### config.mk
export PLATFORM = sky130hd
export DESIGN_NAME = keypad_scan_flat
export DESIGN_NICKNAME = d
export VERILOG_FILES = /design/src/rtl/keypad_scan_if.sv /design/src/rtl/keypad_scan.sv /design/src/flat_wrapper.sv
export SDC_FILE = /design/constraint.sdc
export NUM_CORES = 1
export LEC_CHECK = 0
export CAP_MARGIN = 15
export CORE_MARGIN = 8
export CORE_UTILIZATION = 50
export CTS_CLUSTER_DIAMETER = 80
export CTS_CLUSTER_SIZE = 40
export DETAILED_ROUTE_END_ITERATION = 7
export DONT_BUFFER_PORTS = 1
export MAX_ROUTING_LAYER = met4
export PLACE_DENSITY_LB_ADDON = 0.12
export SYNTH_ARGS = -nofsm -noshare
export SYNTH_HDL_FRONTEND = slang
export SYNTH_SLANG_ARGS = --single-unit
### constraint.sdc
create_clock -name clk -period 5.5 [get_ports clk]
set_input_delay 1.65 -clock clk [delete_from_list [all_inputs] [get_ports clk]]
set_output_delay 1.65 -clock clk [all_outputs]
set_load 0.05 [all_outputs]
### src/rtl/keypad_scan_if.sv
// Keypad pin/output bundle: the row/column matrix pins and the keycode/key_ready pair.
// Latency: none (wires only).
// Backpressure: none; key_ready is a level, consumed downstream on its falling edge.
//
// Signals:
//   col_n     keypad columns, active-low, asynchronous
//   row_n     keypad rows, active-low, one-hot-low while scanning
//   keycode   {1'b0,row,col}; 5'h10 means no key
//   key_ready high while a debounced key is held
// Modports: master = scanner side, slave = keypad/consumer side.
interface keypad_scan_if;
    logic [3:0] col_n;
    logic [3:0] row_n;
    logic [4:0] keycode;
    logic       key_ready;

    modport master (input col_n, output row_n, output keycode, output key_ready);
    modport slave  (output col_n, input row_n, input keycode, input key_ready);
endinterface

### src/rtl/keypad_scan.sv
// 4x4 matrix keypad scanner: rotates rows, samples columns, debounces press/release.
// Latency: key_ready rises 1 clk after the DEBOUNCE_TICKS-th matching scan tick; falls likewise on release.
// Backpressure: none; keycode holds through the key_ready falling edge and clears on the next tick.
//
// Ports: clk, rst (async, active-high); kp (keypad_scan_if.master): col_n in, row_n/keycode/key_ready out.
// Optional macro KEYPAD_REPEAT_EN: auto-repeat drops key_ready for one tick every REPEAT_TICKS held ticks.
module keypad_scan #(
    parameter int CLK_DIV        = 25000,
    parameter int DEBOUNCE_TICKS = 4,
    parameter int REPEAT_TICKS   = 200
) (
    input  logic          clk,
    input  logic          rst,
    keypad_scan_if.master kp
);

    localparam int DW = (CLK_DIV > 1) ? $clog2(CLK_DIV) : 1;
    localparam int CW = $clog2(DEBOUNCE_TICKS + 1);

    typedef enum logic [1:0] {SCAN, DB_PRESS, HELD, DB_REL} state_t;

    state_t        state_q, state_d;
    logic [DW-1:0] div_q, div_d;
    logic [1:0]    row_q, row_d;
    logic [3:0]    cand_q, cand_d;
    logic [CW-1:0] cnt_q, cnt_d;
    logic [4:0]    keycode_q, keycode_d;
    logic          key_ready_q, key_ready_d;
    logic [3:0]    col_s1_q, col_s2_q;

    logic          tick;
    logic          hit;
    logic [1:0]    hit_col;
    logic          same_hit;
    logic [CW-1:0] cnt_inc;
    logic          cnt_done;

`ifdef KEYPAD_REPEAT_EN
    localparam int RW = $clog2(REPEAT_TICKS + 1);
    logic [RW-1:0] rep_q, rep_d;
    logic [RW-1:0] rep_inc;
    assign rep_inc = rep_q + RW'(1);
`else
    // The repeat interval has no effect when auto-repeat is not built.
    logic unused_repeat_ticks;
    assign unused_repeat_ticks = (REPEAT_TICKS != 0);
`endif

    // Free-running scan divider; FSM activity never restarts it.
    assign tick  = (div_q == DW'(CLK_DIV - 1));
    assign div_d = tick ? '0 : div_q + DW'(1);

    // Exactly one low column is a hit; none or several (ghosting) is not.
    always_comb begin
        hit     = 1'b0;
        hit_col = 2'd0;
        case (~col_s2_q)
            4'b0001: begin hit = 1'b1; hit_col = 2'd0; end
            4'b0010: begin hit = 1'b1; hit_col = 2'd1; end
            4'b0100: begin hit = 1'b1; hit_col = 2'd2; end
            4'b1000: begin hit = 1'b1; hit_col = 2'd3; end
            default: begin hit = 1'b0; hit_col = 2'd0; end
        endcase
    end

    assign same_hit = hit && ({row_q, hit_col} == cand_q);
    assign cnt_inc  = cnt_q + CW'(1);
    assign cnt_done = (cnt_inc == CW'(DEBOUNCE_TICKS));

    always_comb begin
        state_d     = state_q;
        row_d       = row_q;
        cand_d      = cand_q;
        cnt_d       = cnt_q;
        keycode_d   = keycode_q;
        key_ready_d = key_ready_q;
`ifdef KEYPAD_REPEAT_EN
        rep_d       = rep_q;
`endif
        if (tick) begin
            case (state_q)
                SCAN: begin
                    // Clears the code one tick after a release, never on the release edge itself.
                    keycode_d = 5'h10;
                    if (hit) begin
                        cand_d = {row_q, hit_col};
                        cnt_d  = CW'(1);
                        if (DEBOUNCE_TICKS == 1) begin
                            state_d     = HELD;
                            keycode_d   = {1'b0, row_q, hit_col};
                            key_ready_d = 1'b1;
                            cnt_d       = '0;
`ifdef KEYPAD_REPEAT_EN
                            rep_d       = '0;
`endif
                        end else begin
                            state_d = DB_PRESS;
                        end
                    end else begin
                        row_d = row_q + 2'd1;
                    end
                end
                DB_PRESS: begin
                    if (same_hit) begin
                        cnt_d = cnt_inc;
                        if (cnt_done) begin
                            state_d     = HELD;
                            keycode_d   = {1'b0, cand_q};
                            key_ready_d = 1'b1;
                            cnt_d       = '0;
`ifdef KEYPAD_REPEAT_EN
                            rep_d       = '0;
`endif
                        end
                    end else begin
                        state_d = SCAN;
                        row_d   = row_q + 2'd1;
                    end
                end
                HELD: begin
                    // The row stays frozen, so keys on other rows cannot be seen here.
                    if (!same_hit) begin
                        cnt_d = CW'(1);
                        if (DEBOUNCE_TICKS == 1) begin
                            state_d     = SCAN;
                            key_ready_d = 1'b0;
                            cnt_d       = '0;
                        end else begin
                            state_d = DB_REL;
                        end
                    end else begin
`ifdef KEYPAD_REPEAT_EN
                        // A one-tick low pulse per interval gives the consumer an extra falling edge.
                        if (rep_inc == RW'(REPEAT_TICKS)) begin
                            key_ready_d = 1'b0;
                            rep_d       = '0;
                        end else begin
                            key_ready_d = 1'b1;
                            rep_d       = rep_inc;
                        end
`endif
                    end
                end
                DB_REL: begin
                    if (same_hit) begin
                        state_d     = HELD;
                        key_ready_d = 1'b1;
                        cnt_d       = '0;
                    end else begin
                        cnt_d = cnt_inc;
                        if (cnt_done) begin
                            state_d     = SCAN;
                            key_ready_d = 1'b0;
                            cnt_d       = '0;
                        end
                    end
                end
                default: begin
                    state_d = SCAN;
                end
            endcase
        end
    end

    always_ff @(posedge clk or posedge rst) begin
        if (rst) begin
            state_q     <= SCAN;
            div_q       <= '0;
            row_q       <= 2'd0;
            cand_q      <= 4'd0;
            cnt_q       <= '0;
            keycode_q   <= 5'h10;
            key_ready_q <= 1'b0;
            col_s1_q    <= 4'hF;
            col_s2_q    <= 4'hF;
`ifdef KEYPAD_REPEAT_EN
            rep_q       <= '0;
`endif
        end else begin
            state_q     <= state_d;
            div_q       <= div_d;
            row_q       <= row_d;
            cand_q      <= cand_d;
            cnt_q       <= cnt_d;
            keycode_q   <= keycode_d;
            key_ready_q <= key_ready_d;
            col_s1_q    <= kp.col_n;
            col_s2_q    <= col_s1_q;
`ifdef KEYPAD_REPEAT_EN
            rep_q       <= rep_d;
`endif
        end
    end

    assign kp.row_n     = ~(4'b0001 << row_q);
    assign kp.keycode   = keycode_q;
    assign kp.key_ready = key_ready_q;

endmodule

### src/flat_wrapper.sv
// flat-port wrapper written by rule: the top's interface ports become plain ports
module keypad_scan_flat 
#(
    parameter int CLK_DIV        = 25000,
    parameter int DEBOUNCE_TICKS = 4,
    parameter int REPEAT_TICKS   = 200
)
  (clk, rst, kp_col_n, kp_row_n, kp_keycode, kp_key_ready);
  keypad_scan_if kp_i ();
  input  logic clk;
  input  logic rst;
  input wire logic [$bits(kp_i.col_n)-1:0] kp_col_n;
  output wire logic [$bits(kp_i.row_n)-1:0] kp_row_n;
  output wire logic [$bits(kp_i.keycode)-1:0] kp_keycode;
  output wire logic [$bits(kp_i.key_ready)-1:0] kp_key_ready;
  assign kp_i.col_n = kp_col_n;
  assign kp_row_n = kp_i.row_n;
  assign kp_keycode = kp_i.keycode;
  assign kp_key_ready = kp_i.key_ready;
  keypad_scan #(.CLK_DIV(CLK_DIV), .DEBOUNCE_TICKS(DEBOUNCE_TICKS), .REPEAT_TICKS(REPEAT_TICKS)) u_core (.clk(clk), .rst(rst), .kp(kp_i));
endmodule
# Word level (Yosys, flattened, before mapping)
# Index checks and enable logic that the tools add are counted.
dict set report op_classes {
  addsub 3
  eq_ne 18
  n_shift 1
  muxes 27
  n_bitwise 2
  reduce_logical 11
}
# cell n
set ops {}
lappend ops {{$mux W2} 8}
lappend ops {{$add A15 B1 Y15 const B} 1}
lappend ops {{$eq A15 B15 Y1 const B} 1}
lappend ops {{$mux W15} 1}
lappend ops {{$mux W3} 5}
lappend ops {{$pmux W3 S4} 1}
lappend ops {{$reduce_and A4 Y1} 3}
lappend ops {{$mux W5} 2}
lappend ops {{$pmux W5 S2} 1}
lappend ops {{$reduce_and A5 Y1} 2}
lappend ops {{$not A4 Y4} 2}
lappend ops {{$pmux W2 S4} 1}
lappend ops {{$ne A2 B1 Y1 const B} 3}
lappend ops {{$ne A2 B2 Y1 const B} 3}
lappend ops {{$pmux W2 S3} 1}
lappend ops {{$mux W1} 5}
lappend ops {{$eq A2 B2 Y1 const B} 2}
lappend ops {{$eq A4 B1 Y1 const B} 1}
lappend ops {{$eq A4 B2 Y1 const B} 1}
lappend ops {{$eq A4 B3 Y1 const B} 1}
lappend ops {{$eq A4 B4 Y1} 1}
lappend ops {{$eq A4 B4 Y1 const B} 1}
lappend ops {{$pmux W2 S2} 1}
lappend ops {{$reduce_bool A2 Y1} 2}
lappend ops {{12 further kinds} 12}
dict set report totals {
  reg_bits 40
  in_bits 6
  output_inout_bits 10
  wordCells 71
}

# Longest topological paths before layout
# Gate-level depths: netlist of the first run.
dict set report depth {
  depth_word 7
  ltp_mapped 8
  ltp_nobuf 7
}

# Worst setup path before layout of the first run
# Ideal clock, no wire load.
dict set report synth_path {
  kind {reg2out}
  from {reg u_core.row_q[0]}
  to {out kp_row_n[0]}
  arrival_ps 976
  required_time_ps 3850
  slack_ps 2874
  path_stages_with_launch 4
  path_buffers 0
  cell_sequence {dfrtp_1 > inv_1 > ha_1 > inv_1}
}
dict set report synth_via {
  elab_chain_len 2
}
# item line
set synth_rtl {}
lappend synth_rtl {{start, declared} keypad_scan.sv:24} ;# logic [1:0] row_q, row_d;
lappend synth_rtl {{start signal, assigned} keypad_scan.sv:182} ;# row_q <= row_d;
lappend synth_rtl {{$shl A1 B2 Y4} keypad_scan.sv:195} ;# assign kp.row_n = ~(4'b0001 << row_q);
lappend synth_rtl {{$not A4 Y4} keypad_scan.sv:195}
lappend synth_rtl {{end, declared} flat_wrapper.sv:13} ;# output wire logic [$bits(kp_i.row_n)-1:0] kp_row_n;
# No other way between the ends.

# Worst setup path in the final report of the first run
# Same ends and word-level chain as after synthesis.

==> summary.txt, run 1 <==
Power
  – Overall power: 552 uW
  – Peak supply drop: 0.136 mV
  – PwrDens: 259 nW/um2
  – Leak: 0.000882 uW

Floorplan
  – Full die area: 6230 um2
  – Cell row count: 23
  – Die Ht: 78.9 um
  – IO Pins: 16
  – CORE AREA: 3910 um2
  – Initial core utilization: 50.6%
  – Chip Width: 78.9 um

Clock network
  – Clk_lat worst skew: 0.29 ns
  – Hold buffers post-CTS: 0
  – Post-cts resize count: 0
  – CTS tree: built
  – Clk pin slew, worst setup/hold paths: 0.07 ns
  – Max clock buf depth: 2
  – TritonCTS buffer count: 5
  – Clock root buffer: clkbuf_8
  – Number of setup buffers added after CTS: 0
  – H-tree Lvls: 2
  – Clock sink total: 40

Layout
  – Diode count: 0
  – # nets final: 205
  – Commonest non-fill, non-tap cells in the layout: dfrtp_1, nand2_1, xnor2_1, nor2_1, inv_1
  – Commonest non-fill, non-tap cell in the layout: dfrtp_1
  – Layout cell share with drive strength beyond 1: 13.5%
  – Design Area, Final: 2130 um2
  – Area growth, synth to finish: 7.65%

Placement
  – HPWL after DPL: 2620 um
  – Post-Place Setup Slack: 2.79 ns
  – Global placer's final weighted congestion: 0.856
  – DP Area: 2020 um2
  – Port buffer count: 0

STA
  – F_max: 331 MHz
  – Slew @ Worst Pin: 0.706 ns
  – Final WS setup: 2.48 ns
  – Pins Over Slew Limit: 0
  – Min Tclk post-route: 3.02 ns
  – Final setup violating endpoints: 0
  – Final Cycle Share: 54.9%
  – Max_slew headroom: 52.9%
  – Hold Vio Cnt, Final: 0
  – Skew final: 0.00420 ns
  – Setup TNS: 0 ns
  – RSZ-0062 raised after global routing: no

Global route
  – Vias in the first global route: 1300
  – Overflow after GRT: 0
  – Largest net degree at the start of global routing: 22
  – First-pass GRT wire length: 5890 um
  – Gr usage total: 12.1%
  – Initial antenna violation count: 0

Setup path
  – Critical Path Source Type: register
  – Crit path top cell by count: inv_1
  – Crit Path Category: register to primary output
  – CP endpoint kind: primary output
  – Critical Path RT: 3.85 ns
  – CP Cell Sequence: inv_1 > ha_1 > inv_1
  – Max stage delay on crit path: 0.42 ns
  – CP arrival: 1.37 ns
  – CP max FO: 4
  – Slowest cell on crit path: dfrtp_1
  – R2R depth: 7

Logic synthesis
  – Primary FF master, synth: dfrtp_1
  – Post-synth cell types: 44
  – Seq cells post-synth: 40
  – Post-synthesis instance area: 1980 um2
  – Synthesized Nets: 202
  – Post-synth ARST share: 100%
  – Post-synth EDFFs: 0
  – Sequential area share after synthesis: 51.1%
  – Synth Instances: 189
  – Avg Cell Area, Syn: 10.5 um2
  – Yosys warning total: 0

Drt
  – Initial DRC Count: 77
  – Routed WL: 3450 um
  – DRC: 0
  – Antenna Nets Post-Route: 0
  – First-pass iteration count of the detailed router: 4
  – Drt wl/cell: 14.2 um
  – Vias per cell: 5.68
  – DR vias: 1381

Min path
  – HP Class: register to register
  – Worst Hold Depth: 0

Run status
  – Outcome: finished, final reports clean

Job
  – Max-Cap Viols: 0
where the power goes:
group / switching [uW] / leakage [uW] / internal (uW)
Combinational: 12.3 / 0.000315 / 5.39
Sequential: 2.29 / 0.000513 / 299
Clock: 98.5 / 0.0000541 / 134
Total: 113 / 0.000882 / 439
area by class of cell:
type | count | area (um2)
Clock inverter | 3 | 42.5
Sequential cell | 40 | 1010
Clock buffer | 5 | 68.8
Inverter | 10 | 37.5
Fill cell | 356 | 1780
Tap cell | 50 | 62.6
Multi-Input combinational cell | 133 | 892
Timing Repair Buffer | 2 | 15.0
registers in the layout (all words and copies together), names as in the netlist, named ones only:
name / cells
u_core.cand_q: 4
u_core.cnt_q: 3
u_core.col_s1_q: 4
u_core.col_s2_q: 4
u_core.div_q: 15
u_core.kp.key_ready: 1
u_core.kp.keycode: 5
u_core.row_q: 2
u_core.state_q: 1
synth_stat cells, types with 4 or more instances:
library cell	n	area share (%)
clkbuf_1	4	0.76
nand2_1	26	4.9
o211ai_1	4	1.5
nor2_1	11	2.1
dfstp_2	9	12
inv_1	10	1.9
ha_1	7	4.4
xnor2_1	12	5.3
xor2_1	7	3.1
o21ai_0	4	1.0
nand4_1	8	2.5
nand3_1	8	2.0
dfrtp_1	31	39
worst paths after layout:
check                                   start                  to  slack [ns]
setup / recovery              u_core.row_q[0]         kp_row_n[0]        2.48
hold / removal             u_core.col_s1_q[3]  u_core.col_s2_q[3]        0.36
setup reg to reg             u_core.div_q[11]     u_core.cnt_q[1]        3.23
hold reg to reg            u_core.col_s1_q[3]  u_core.col_s2_q[3]        0.36
max in group asynchronous                 rst  u_core.col_s1_q[0]        3.36
min in group asynchronous                 rst     u_core.row_q[0]        1.36
cells by family (layout without fill, tap and decap cells):
logic type      count (synthesis)  count (layout)  share of synthesized area [%]
compound gates                 28              28                           10.5
xor+xnor                       19              19                           8.41
fa+ha+maj                       8               8                           4.93
buf+inv                        16              20                           3.79
flops                          40              40                           51.1
mux                             2               2                           1.14
simple gates                   76              76                           20.1
worst max-delay path, delay by kind of cell, from the launching register on:
| family | cells | cell delay [ns] |
|---|---|---|
| buffers and inverters | 2 | 0.44 |
| flip-flops | 1 | 0.42 |
| adder cells (fa/ha/maj) | 1 | 0.21 |
stage by stage:
stage	instances	util (%)	hold WS (ns)
after floorplan	189	-	0.345
after global placement	235	51.6	0.347
after detailed placement	235	51.6	0.349
after CTS	243	54.4	0.361
after global routing	243	54.4	0.362
final	243	54.4	0.359
routing by layer:
layer | part of all wire [%] | GRT usage (%) | routed length, um | vias up
li1 | - | - | - | 667
met1 | 46 | 13.4 | 1580 | 687
met2 | 49 | 19.7 | 1690 | 21
met3 | 4.2 | 4.18 | 144 | 6
met4 | 1.3 | 4.63 | 44 | 0
met5 | 0 | - | 0 | -
Note: power is estimated with default switching activity, not from simulation.
==> inputs of run 2 (changes only) <==
==> constraint.sdc (replaced) <==
create_clock -name clk -period 2.7 [get_ports clk]
set_input_delay 0.81 -clock clk [delete_from_list [all_inputs] [get_ports clk]]
set_output_delay 0.81 -clock clk [all_outputs]
set_load 0.05 [all_outputs]
==> run 2 against run 1 <==
Largest power group is now the clock network. Utilization increased by 1.2 points. Count of clock-buffer cells in the layout unchanged. Flip-flop and latch count unchanged. Register-to-register slack got worse by 2.6 ns. Final area increased by 2.2%. Worst setup slack got worse by 2.0 ns.
==> summary.txt, run 2 (synthesized netlist as in run 1, its figures left out) <==
Run status
  – Outcome: finished, final reports clean

Global route
  – Overflow after GRT: 0 (unchanged)
  – First-pass GRT wire length: 6470 um (+9.7%)
  – Largest net degree at the start of global routing: 38 (+73%)
  – Vias in the first global route: 1414 (+8.8%)
  – Gr usage total: 13.5% (+1.4 points)
  – Initial antenna violation count: 0 (unchanged)

Setup path
  – CP endpoint kind: primary output
  – CP arrival: 1.37 ns (about the same)
  – Critical Path Source Type: register
  – Crit Path Category: register to primary output
  – CP max FO: 4 (unchanged)
  – Critical Path RT: 1.89 ns (-1.96 ns)

STA
  – Hold Vio Cnt, Final: 0 (unchanged)
  – F_max: 458 MHz
  – Setup TNS: 0 ns (unchanged)
  – Final setup violating endpoints: 0 (unchanged)
  – Min Tclk post-route: 2.18 ns
  – Skew final: 0.00593 ns (+0.00173 ns)
  – Final Cycle Share: 80.8%
  – Pins Over Slew Limit: 0 (unchanged)
  – Max_slew headroom: 64.7% (+12 points)
  – RSZ-0062 raised after global routing: no
  – Slew @ Worst Pin: 0.529 ns (-0.177 ns)
  – Worst hold margin: 0.357 ns (-0.00219 ns)

Drt
  – Antenna Nets Post-Route: 0 (unchanged)
  – Vias per cell: 5.60 (-1.4%)
  – Initial DRC Count: 145 (+88%)
  – First-pass iteration count of the detailed router: 4 (unchanged)
  – DR vias: 1362 (-1.4%)
  – Drt wl/cell: 14.7 um (+3.9%)
  – DRC: 0 (unchanged)
  – Routed WL: 3580 um (+3.9%)

Power
  – Combinational fraction of design power: 2.7% (-0.5 points)
  – PwrDens: 605 nW/um2 (+130%)
  – P_sw: 236 uW (+110%)
  – Sequential share of power: 46.6% (-8.1 points)
  – Internal power: 1080 uW (+150%)
  – Leak: 0.000906 uW (+2.7%)
  – Clk pwr share: 50.7% (+8.6 points)
  – Peak supply drop: 0.301 mV (+120%)
  – Sw frac: 17.9% (-2.6 points)

Clock network
  – Clock root buffer: clkbuf_8
  – Clk_lat worst skew: 0.29 ns (about the same)
  – Hold buffers post-CTS: 0 (unchanged)
  – H-tree Lvls: 2 (unchanged)
  – Max clock buf depth: 2 (unchanged)
  – Number of setup buffers added after CTS: 0 (unchanged)
  – Post-cts resize count: 0 (unchanged)
  – Clk pin slew, worst setup/hold paths: 0.08 ns (about the same)
  – TritonCTS buffer count: 5 (unchanged)
  – CTS tree: built
  – Clock sink total: 40 (unchanged)

Layout
  – Multi-input gate area: 892 um2 (unchanged)
  – Commonest non-fill, non-tap cell in the layout: dfrtp_1
  – Layout cell share with drive strength beyond 1: 13.5% (unchanged)
  – # nets final: 205 (unchanged)
  – Commonest non-fill, non-tap cells in the layout: dfrtp_1, nand2_1, xnor2_1, nor2_1, inv_1
  – Largest register FFs: 15 (unchanged)
  – Area growth, synth to finish: 10.1%
  – Diode count: 0 (unchanged)
  – Filler instances: 361 (+1.4%)
  – Top reg by flops: u_core.div_q
  – Register area: 1010 um2 (unchanged)

Floorplan
  – IO Pins: 16 (unchanged)
  – Cell row count: 23 (unchanged)
  – Die Ht: 78.9 um (unchanged)
  – Chip Width: 78.9 um (unchanged)
  – CORE AREA: 3910 um2 (unchanged)
  – Initial core utilization: 50.6% (unchanged)
  – Full die area: 6230 um2 (unchanged)

Placement
  – Port buffer count: 0 (unchanged)
  – HPWL after DPL: 2580 um (-1.5%)
  – Global placer's final weighted congestion: 0.847 (-1.1%)

Min path
  – HP Class: register to register

Job
  – Max-Cap Viols: 0 (unchanged)
## run 2: critical path, cell delays in order (launching register included)
cell	delay (ns)
dfrtp_1	0.42
inv_1	0.12
ha_1	0.21
inv_1	0.33
## run 2: final timing paths
path / from / end / slack, ns / cells past startpoint
max in group asynchronous: rst / u_core.kp.keycode[4] / 1.74 / 2
worst min-delay path: u_core.col_s1_q[3] / u_core.col_s2_q[3] / 0.36 / 0
worst max-delay path: u_core.row_q[0] / kp_row_n[0] / 0.52 / 3
worst min register to register: u_core.col_s1_q[3] / u_core.col_s2_q[3] / 0.36 / 0
min in group asynchronous: rst / u_core.col_s1_q[0] / 0.46 / 1
worst max register to register: u_core.col_s2_q[3] / u_core.kp.keycode[2] / 0.64 / 6
## run 2: per-layer routing
layer	routed length, um	up-vias	track usage, %
met5	0	-	-
li1	-	671	-
met3	145	11	4.06
met2	1770	23	21.0
met4	95	0	7.22
met1	1580	657	15.4
## run 2: final cells by class
type | count | area share (%)
clock buffers | 5 | 3.16
clock inverters | 3 | 4.14
inverters | 10 | 1.72
multi-input cells | 133 | 41.0
flip-flops and latches | 40 | 46.5
well taps | 50 | 2.87
repair buffers | 2 | 0.689
## run 2: power groups by stage
| stage | Combinational (uW) | Sequential, uW | Clock [uW] |
|---|---|---|---|
| after floorplan | 31.5 | 624 | 0 |
| after global placement | 35.7 | 625 | 0 |
| after detailed placement | 36.7 | 626 | 0 |
| after CTS | 36.9 | 614 | 683 |
| after global routing | 41.1 | 616 | 707 |
| final | 35.7 | 614 | 668 |
## run 2: through the flow
stage	instances	util (%)	instance area (um2)	setup WS (ns)	power, uW
global placement	235	51.6	2020	0.671	661
floorplan	189	-	1980	0.719	656
CTS	243	55.7	2180	0.499	1330
detailed placement	235	51.6	2020	0.645	662
finish	243	55.7	2180	0.519	1320
global route	243	55.7	2180	0.436	1360
==> inputs of run 3 (changes only) <==
==> constraint.sdc (replaced) <==
create_clock -name clk -period 1.9 [get_ports clk]
set_input_delay 0.57 -clock clk [delete_from_list [all_inputs] [get_ports clk]]
set_output_delay 0.57 -clock clk [all_outputs]
set_load 0.05 [all_outputs]
==> run 3 against run 2 <==
The flow now finishes with violations (negative setup slack). Clock skew fell by 0.00057 ns. Final cell count up 12%. Flip-flop and latch count unchanged. Clock power increased by 2%. Final area grew 16%. Utilization grew 8.7 points. First-iteration DRC count decreased by 37%. Hold slack worse by 0.083 ns. Critical endpoint is now u_core.state_q[0]. Largest cell class is now multi-input gates.
==> summary.txt, run 3 (synthesized netlist as in run 1, its figures left out) <==
Global route
  – First-pass GRT wire length: 6950 um (+7.5%)
  – Largest net degree at the start of global routing: 41 (+7.9%)
  – Overflow after GRT: 0 (unchanged)
  – Gr usage total: 14.1% (+0.59 points)
  – Vias in the first global route: 1564 (+11%)
  – Initial antenna violation count: 0 (unchanged)

Clock network
  – TritonCTS buffer count: 5 (unchanged)
  – Clock root buffer: clkbuf_8
  – H-tree Lvls: 2 (unchanged)
  – Clk pin slew, worst setup/hold paths: 0.08 ns (about the same)
  – CTS tree: built
  – Max clock buf depth: 2 (unchanged)
  – Clock sink total: 40 (unchanged)
  – Clk_lat worst skew: 0.29 ns (about the same)

Setup path
  – CP endpoint kind: register
  – Kind of cell adding the most delay to the critical path: compound AO/OA/AOI/OAI gates
  – CP max FO: 4 (unchanged)
  – CP arrival: 2.25 ns (+0.88 ns)
  – Slowest cell on crit path: dfstp_2
  – Worst R2R Setup Slack: -0.11 ns (-0.75 ns)
  – Crit Path Category: register to register
  – Max stage delay on crit path: 0.61 ns (+0.19 ns)
  – CP Cell Sequence: xnor2_2 > o311a_1 > nand4_1 > buf_4 > a22o_1 > a221oi_2 > mux2_4
  – Buf+Inv Stages, Crit Path: 1 (-1)
  – Critical Path Source Type: register
  – Critical Path RT: 2.13 ns (+0.24 ns)

Drt
  – Initial DRC Count: 92 (-37%)
  – DR vias: 1526 (+12%)
  – Vias per cell: 5.59 (-0.27%)
  – Antenna Nets Post-Route: 0 (unchanged)
  – First-pass iteration count of the detailed router: 4 (unchanged)
  – Drt wl/cell: 15.6 um (+5.8%)
  – Routed WL: 4260 um (+19%)
  – DRC: 0 (unchanged)

Layout
  – # nets final: 235 (+15%)
  – Register area: 1010 um2 (+0.12%)
  – Filler instances: 332 (-8.0%)
  – Layout cell share with drive strength beyond 1: 39.5% (+26 points)
  – Diode count: 0 (unchanged)
  – Multi-input gate area: 1040 um2 (+16%)
  – Final design utilization: 64.3% (+8.7 points)
  – Final non-filler cell total: 273 (+12%)
  – Area growth, synth to finish: 27.2%
  – Commonest non-fill, non-tap cells in the layout: dfrtp_1, buf_4, nand2_1, nor2_1
  – Commonest non-fill, non-tap cell in the layout: dfrtp_1
  – Largest register FFs: 15 (unchanged)
  – Top reg by flops: u_core.div_q

STA
  – Final Cycle Share: 106%
  – Hold Vio Cnt, Final: 0 (unchanged)
  – F_max: 497 MHz
  – Skew final: 0.00536 ns (-0.000570 ns)
  – Max_slew headroom: 64.6% (-0.15 points)
  – Final setup violating endpoints: 9 (+9)
  – Pins Over Slew Limit: 0 (unchanged)
  – Slew @ Worst Pin: 0.531 ns (+0.00227 ns)
  – Min Tclk post-route: 2.01 ns
  – RSZ-0062 raised after global routing: yes
  – Final WS setup: -0.113 ns (-0.632 ns)

Floorplan
  – Cell row count: 23 (unchanged)
  – IO Pins: 16 (unchanged)
  – Chip Width: 78.9 um (unchanged)
  – CORE AREA: 3910 um2 (unchanged)
  – Die Ht: 78.9 um (unchanged)
  – Full die area: 6230 um2 (unchanged)
  – Initial core utilization: 50.6% (unchanged)

Power
  – PwrDens: 651 nW/um2 (+7.6%)
  – Peak supply drop: 0.565 mV (+88%)
  – Leak: 0.00109 uW (+20%)
  – Overall power: 1640 uW (+24%)

Placement
  – Global placer's final weighted congestion: 0.905 (+6.8%)
  – Port buffer count: 0 (unchanged)
  – HPWL after DPL: 2700 um (+4.5%)
  – Placed insts: 251 (+6.8%)

Run status
  – Failing checks: negative setup slack
  – Outcome: complete, but fails checks

Min path
  – HP Class: input port to register

Job
  – Max-Cap Viols: 0 (unchanged)
run 3: cell types whose count changed in the layout (fill, tap and decap cells not counted), moves of 3 or more:
cell | previous run | this run
clkinvlp_4 | 0 | 4
buf_4 | 2 | 29
nor3_1 | 3 | 0
nor3_4 | 0 | 3
nand2_1 | 26 | 21
nand2_2 | 0 | 5
inv_1 | 10 | 5
xnor2_1 | 12 | 9
xnor2_2 | 0 | 3
run 3: repair_timing:
action                                  4_1_cts  5_1_grt
buffers inserted                              9        6
pin swaps                                     8       20
endpoints found under the setup margin       18       20
cloned                                        1        0
hold buffers                                  0        0
gates resized for setup                      18       23
run 3: cell type report:
cell class	count	share of cell area, %
multi-input cells	133	41.2
flip-flops and latches	40	40.3
repair buffers	32	9.74
clock buffers	5	2.73
well taps	50	2.49
inverters	10	1.94
clock inverters	3	1.69
run 3: path summary, 6_finish.rpt:
kind,startpoint,depth (start not counted),to
setup / recovery,u_core.col_s2_q[3],7,u_core.state_q[0]
hold / removal,kp_col_n[1],0,u_core.col_s1_q[1]
setup reg to reg,u_core.col_s2_q[3],7,u_core.state_q[0]
hold reg to reg,u_core.col_s1_q[3],0,u_core.col_s2_q[3]
max in group asynchronous,rst,2,u_core.kp.keycode[4]
min in group asynchronous,rst,2,u_core.row_q[0]
run 3: where the power goes:
group / total, uW / switching, uW / leakage [uW] / internal, uW
Sequential: 875 / 8.40 / 0.000512 / 867
Combinational: 80.2 / 45.5 / 0.000525 / 34.7
Clock: 684 / 296 / 0.0000541 / 389
Total: 1640 / 350 / 0.00109 / 1290
run 3: routing by layer:
metal	track usage [%]	routed length (um)	share of wire [%]
met1	15.4	1690	40
met2	24.1	2290	54
met3	3.95	208	4.9
met4	4.63	70	1.6
met5	-	0	0
run 3: per-stage QoR:
stage | hold WS [ns] | area [um2] | worst slack (ns) | setup TNS (ns)
final | 0.274 | 2520 | -0.113 | -0.617
after detailed placement | 0.347 | 2150 | -0.153 | -1.63
after global placement | 0.349 | 2150 | -0.0355 | -0.237
after global routing | 0.259 | 2520 | -0.211 | -1.46
after CTS | 0.263 | 2400 | -0.0411 | -0.135
after floorplan | 0.345 | 1990 | 0.0241 | 0
